## src/rtl/duty_ramp_pkg.sv

```systemverilog
// Shared types and default constants for the duty_ramp slew limiter.
// Optional soft-start is enabled with `define DUTY_RAMP_SOFT_START_EN.
package duty_ramp_pkg;

  localparam int DUTY_W    = 11;
  localparam int RAMP_STEP = 16;
  localparam int PER_BITS  = 11;

  typedef enum logic [1:0] {
    IDLE = 2'd0,
    UP   = 2'd1,
    DN   = 2'd2
  } ramp_state_t;

endpackage

```

## src/rtl/duty_ramp_if.sv

```systemverilog
// Bundle between the duty request source (master) and the duty_ramp limiter (slave).
interface duty_ramp_if
  import duty_ramp_pkg::*;
#(
  parameter int WIDTH = DUTY_W
);

  // target/en are plain levels sampled on every clock (no valid/ready);
  // duty/ramping/state are registered levels; done is a one-clock pulse.
  logic [WIDTH-1:0] target;
  logic             en;
  logic [WIDTH-1:0] duty;
  logic             ramping;
  logic             done;
  ramp_state_t      state;

  modport master (
    output target, en,
    input  duty, ramping, done, state
  );

  modport slave (
    input  target, en,
    output duty, ramping, done, state
  );

endinterface

```

## src/rtl/duty_ramp_period_tick.sv

```systemverilog
// Free-running prescaler; tick is high for one clock every 2^PER_BITS clocks.
module period_tick #(
  parameter int PER_BITS = 11
) (
  input  logic clk,
  input  logic rst_n,
  output logic tick
);

  logic [PER_BITS-1:0] cnt_q;

  always_ff @(posedge clk or negedge rst_n) begin
    if (!rst_n) cnt_q <= '0;
    else        cnt_q <= cnt_q + PER_BITS'(1);
  end

  assign tick = &cnt_q;

endmodule

```

## src/rtl/duty_ramp.sv

```systemverilog
// Slew-rate limiter feeding PWM11.duty: moves duty toward target by STEP once per PWM period.
// Optional macro DUTY_RAMP_SOFT_START_EN: first ramp after reset steps by 1 below 2^(WIDTH-4).
module duty_ramp
  import duty_ramp_pkg::*;
#(
  parameter int WIDTH    = duty_ramp_pkg::DUTY_W,
  parameter int STEP     = duty_ramp_pkg::RAMP_STEP,
  parameter int PER_BITS = duty_ramp_pkg::PER_BITS
) (
  input  logic        clk,
  input  logic        rst_n,
  duty_ramp_if.slave  bus
);

  localparam logic signed [WIDTH:0] STEP_S = (WIDTH+1)'(STEP);

  ramp_state_t             state_q, state_d;
  logic        [WIDTH-1:0] duty_q, duty_d;
  logic                    done_q, done_d;
  logic                    ramping_q;
  logic signed [WIDTH:0]   diff;
  logic signed [WIDTH:0]   up_step;
  logic                    tick;

  period_tick #(.PER_BITS(PER_BITS)) u_tick (
    .clk   (clk),
    .rst_n (rst_n),
    .tick  (tick)
  );

`ifdef DUTY_RAMP_SOFT_START_EN
  localparam logic [WIDTH-1:0] SOFT_LIMIT = WIDTH'(1) << (WIDTH-4);
  logic soft_done_q, soft_done_d;

  // Once duty has reached the soft limit, the fine-step region never applies again.
  always_comb begin
    soft_done_d = soft_done_q | (duty_q >= SOFT_LIMIT);
    up_step     = (!soft_done_q && (duty_q < SOFT_LIMIT)) ? (WIDTH+1)'(1) : STEP_S;
  end

  always_ff @(posedge clk or negedge rst_n) begin
    if (!rst_n) soft_done_q <= 1'b0;
    else        soft_done_q <= soft_done_d;
  end
`else
  assign up_step = STEP_S;
`endif

  always_comb begin
    state_d = state_q;
    duty_d  = duty_q;
    done_d  = 1'b0;
    diff    = '0;
    if (bus.en) begin
      case (state_q)
        IDLE: begin
          if (bus.target > duty_q)      state_d = UP;
          else if (bus.target < duty_q) state_d = DN;
        end
        UP: begin
          if (tick) begin
            diff = $signed({1'b0, bus.target}) - $signed({1'b0, duty_q});
            if (diff[WIDTH]) begin
              state_d = DN;
            end else if (diff > up_step) begin
              duty_d = duty_q + up_step[WIDTH-1:0];
            end else begin
              // Final (possibly partial) step lands exactly on target, never past it.
              duty_d  = bus.target;
              done_d  = 1'b1;
              state_d = IDLE;
            end
          end
        end
        DN: begin
          if (tick) begin
            diff = $signed({1'b0, duty_q}) - $signed({1'b0, bus.target});
            if (diff[WIDTH]) begin
              state_d = UP;
            end else if (diff > STEP_S) begin
              duty_d = duty_q - STEP_S[WIDTH-1:0];
            end else begin
              duty_d  = bus.target;
              done_d  = 1'b1;
              state_d = IDLE;
            end
          end
        end
        default: state_d = IDLE;
      endcase
    end
  end

  always_ff @(posedge clk or negedge rst_n) begin
    if (!rst_n) begin
      state_q   <= IDLE;
      duty_q    <= '0;
      done_q    <= 1'b0;
      ramping_q <= 1'b0;
    end else begin
      state_q   <= state_d;
      duty_q    <= duty_d;
      done_q    <= done_d;
      ramping_q <= (state_d != IDLE);
    end
  end

  assign bus.duty    = duty_q;
  assign bus.ramping = ramping_q;
  assign bus.done    = done_q;
  assign bus.state   = state_q;

endmodule

```

## src/flat_wrapper.sv

```systemverilog
// flat-port wrapper written by rule: the top's interface ports become plain ports
module duty_ramp_flat import duty_ramp_pkg::*;
#(
  parameter int WIDTH    = duty_ramp_pkg::DUTY_W,
  parameter int STEP     = duty_ramp_pkg::RAMP_STEP,
  parameter int PER_BITS = duty_ramp_pkg::PER_BITS
)
  (clk, rst_n, bus_target, bus_en, bus_duty, bus_ramping, bus_done, bus_state);
  duty_ramp_if #(.WIDTH(WIDTH)) bus_i ();
  input  logic clk;
  input  logic rst_n;
  input wire logic [$bits(bus_i.target)-1:0] bus_target;
  input wire logic [$bits(bus_i.en)-1:0] bus_en;
  output wire logic [$bits(bus_i.duty)-1:0] bus_duty;
  output wire logic [$bits(bus_i.ramping)-1:0] bus_ramping;
  output wire logic [$bits(bus_i.done)-1:0] bus_done;
  output wire logic [$bits(bus_i.state)-1:0] bus_state;
  assign bus_i.target = bus_target;
  assign bus_i.en = bus_en;
  assign bus_duty = bus_i.duty;
  assign bus_ramping = bus_i.ramping;
  assign bus_done = bus_i.done;
  assign bus_state = bus_i.state;
  duty_ramp #(.WIDTH(WIDTH), .STEP(STEP), .PER_BITS(PER_BITS)) u_core (.clk(clk), .rst_n(rst_n), .bus(bus_i));
endmodule
```

## config.mk

```make
export PLATFORM = sky130hd
export DESIGN_NAME = duty_ramp_flat
export DESIGN_NICKNAME = d
export VERILOG_FILES = /design/src/rtl/duty_ramp_pkg.sv /design/src/rtl/duty_ramp_if.sv /design/src/rtl/duty_ramp_period_tick.sv /design/src/rtl/duty_ramp.sv /design/src/flat_wrapper.sv
export SDC_FILE = /design/constraint.sdc
export NUM_CORES = 1
export LEC_CHECK = 0
export BUFFER_PORTS_ARGS = -buffer_cell sky130_fd_sc_hd__buf_2
export CAP_MARGIN = 20
export CORE_MARGIN = 2
export CORE_UTILIZATION = 50
export DETAILED_ROUTE_END_ITERATION = 7
export PLACE_DENSITY = 0.71
export SLEW_MARGIN = 15
export SYNTH_ARGS = -nofsm -noshare
export SYNTH_HDL_FRONTEND = slang
export SYNTH_SLANG_ARGS = --single-unit
```

## constraint.sdc

```tcl
create_clock -name clk -period 9.4 [get_ports clk]
set_clock_uncertainty 0.1 [all_clocks]
set_input_delay 1.88 -clock clk [delete_from_list [all_inputs] [get_ports clk]]
set_output_delay 1.88 -clock clk [all_outputs]
set_load 0.1 [all_outputs]
```

==> impl_metrics.ini <==
[outcome]
status = finished, final reports clean

[die]
ios = 29
num_rows = 26
die_w_um = 77.4
initial_utilization_pct = 52.4
fp.dieArea_sq_um = 5990
core_area_sq_um = 5140
die_y_um = 77.4

[yosys]
yosysMostFrequentCell = inv_1
postSynthAreaPerCell_sq_um = 8.52
synth_ff_type = dfrtp_1
ys_warn_count = 0
yosysUniqueCellTypes = 59
syn_nets = 360
synth_area_leaders = dfrtp_1 24%, ha_1 13%, xnor2_1 5.2%
synth_top_cell_area_share_pct = 24.2
ys_async_sr_fraction_pct = 100
seq_area_frac_synth_pct = 24.2
synthesis.area_sq_um = 2690
synth_edf_count = 0
synthCells = 316
yosys.area.top_type = dfrtp_1
ys_ff_latch = 26
ys_top_cells_by_count = 35 x inv_1, 29 x ha_1, 26 x dfrtp_1, 21 x nor2_1, 21 x o21ai_0

[sta]
finalCritPeriodShare_pct = 48.8
worst_slew_pin_slew_ps = 602
setup_ws_ps = 4810
report.final.slew_viol_count = 0
setup_viol = 0
tns_ps = 0
min_period_ps = 4590
slew_headroom_pct = 59.9
hold_violations = 0
timing.hold.ws_ps = 355
max_freq_mhz = 218
grt_setup_unrepaired = false

[final_layout]
diodes = 0
num-fill-cells = 499
design_area_sq_um = 2910
final_nets = 383
syn_to_final_growth_pct = 8.13
layout-drive-gt1-share_pct = 14.2

[global_routing]
met2_usage_pct = 35.1
grt_max_degree = 27
use_met1_pct = 32.2
antenna_found_initial = 0
grt_pass1_vias = 2248
grt.busiest_layer = met2
grt_use_total_pct = 22.2
grt_overflow = 0
gr-usage-met3_pct = 2.44
grt_pass1_wl_mm = 10.9

[route]
wl_per_cell_um = 15.8
first_iter_violations = 159
ant_nets = 0
route.vias.total = 2368
drtPass1Iterations = 5
vias_per_cell = 5.80
wl_mm = 6.43
post-route-drc-count = 0

[clocking]
cts_root_buf = clkbuf_8
clock_latency_ps = 280
cts_tree = done
ctsHoldBuffers = 0
cts_sinks = 26
postCtsSetupBuffers = 0
post_cts_resized = 0
cts_buffers = 3
clockBufferDepth = 2
clk_pin_slew_ps = 100
htreeDepth = 1

[hold_path]
hold_start = u_core.u_tick.cnt_q[0]
hold_path_class = reg2reg

[worst_setup_path]
r2r_slack_ps = 5850
r2r_cells = 11
rr_startpoint = u_core.bus.duty[7]
crit_required_ps = 9450
startpoint = bus_target[6]
end_kind = register
cp-endpoint = u_core.bus.ramping
r2r_end = u_core.bus.ramping
crit_fanout = 12
critPathArrivalTime_ps = 4640
worst_setup_path_start_kind = input pin
path_class = in2reg

[place]
portBuffers = 28
dp_hpwl_mm = 4.98
post-place-ws_ps = 4580
finalWeightedCongestion = 0.961
placedInstanceArea_sq_um = 2840

[flow_run]
maxCapViolCount = 0
per-layer routing:
layer  vias to the layer above  routed length [um]
met5                         -                   0
met4                         0                 114
met3                         8                 341
met2                        75                2910
met1                      1114                3070
li1                       1171                   -
flip-flops by register name, indices dropped and copies added, names as in the netlist:
signal / count
u_core.bus.duty: 11
u_core.u_tick.cnt_q: 11
u_core.bus.done: 1
u_core.bus.ramping: 1
u_core.bus.state: 2
cells in the final DEF (no fill, tap or decap), types with 2 or more instances in the layout:
master / n
xnor2_1: 16
and3_1: 6
o21bai_1: 2
a21oi_1: 16
a22oi_1: 3
a221oi_1: 2
mux2i_1: 7
o31a_1: 2
inv_1: 35
nor2b_4: 2
o21ba_2: 2
xor2_1: 8
buf_2: 28
nand2b_1: 6
dfrtp_1: 26
clkbuf_8: 3
or3_1: 2
o21ai_0: 21
nor2_1: 21
nand2_1: 20
a22oi_2: 2
o211ai_1: 2
nand3b_1: 2
a31oi_1: 4
a211oi_1: 3
nand4_1: 8
ha_1: 29
nand3_1: 12
nor3b_1: 2
nor3_1: 7
and4_1: 3
a21o_1: 9
per-stage QoR:
stage,utilization [%],cells
floorplan,-,316
global placement,55.3,404
detailed placement,55.3,404
CTS,56.6,408
global route,56.6,408
finish,56.6,408
worst min-delay path by stage:
stage,to,slack (ps),cells past startpoint
CTS,u_core.u_tick.cnt_q[0],360,1
floorplan,u_core.u_tick.cnt_q[0],320,1
detailed placement,u_core.u_tick.cnt_q[0],350,1
global placement,u_core.u_tick.cnt_q[0],340,1
global route,u_core.u_tick.cnt_q[0],380,1
finish,u_core.u_tick.cnt_q[0],360,1
cell type report:
class                           count  area [sq um]  area share [%]
Inverter                           35           131            4.51
Sequential cell                    26           651            22.3
Clock buffer                        3          41.3            1.42
Timing Repair Buffer               28           140            4.81
Tap cell                           70          87.6            3.01
Multi-Input combinational cell    245          1830            62.9
Clock inverter                      1          30.0            1.03
cells by family after synthesis:
group | after synthesis | synth area share [%]
AOI/OAI and AO/OA | 86 | 23.6
adders and majority gates | 30 | 14.2
buffers and inverters | 45 | 7.85
xor gates and xnor gates | 24 | 7.81
DFF | 26 | 24.2
and+or+nand+nor | 98 | 19.7
muxes | 7 | 2.60
critical path, cell delays in order:
cell,delay [ps]
buf_2,130
ha_1,510
nand4_1,160
a21oi_1,320
nor3b_1,120
o21ai_0,180
nand3b_1,200
nor4_2,510
a2111oi_1,180
a211oi_1,320
o211ai_1,130
Power is left out: the tool's default activity adds up to more than one toggle a clock period on the data nets, which glitch-free logic cannot reach.
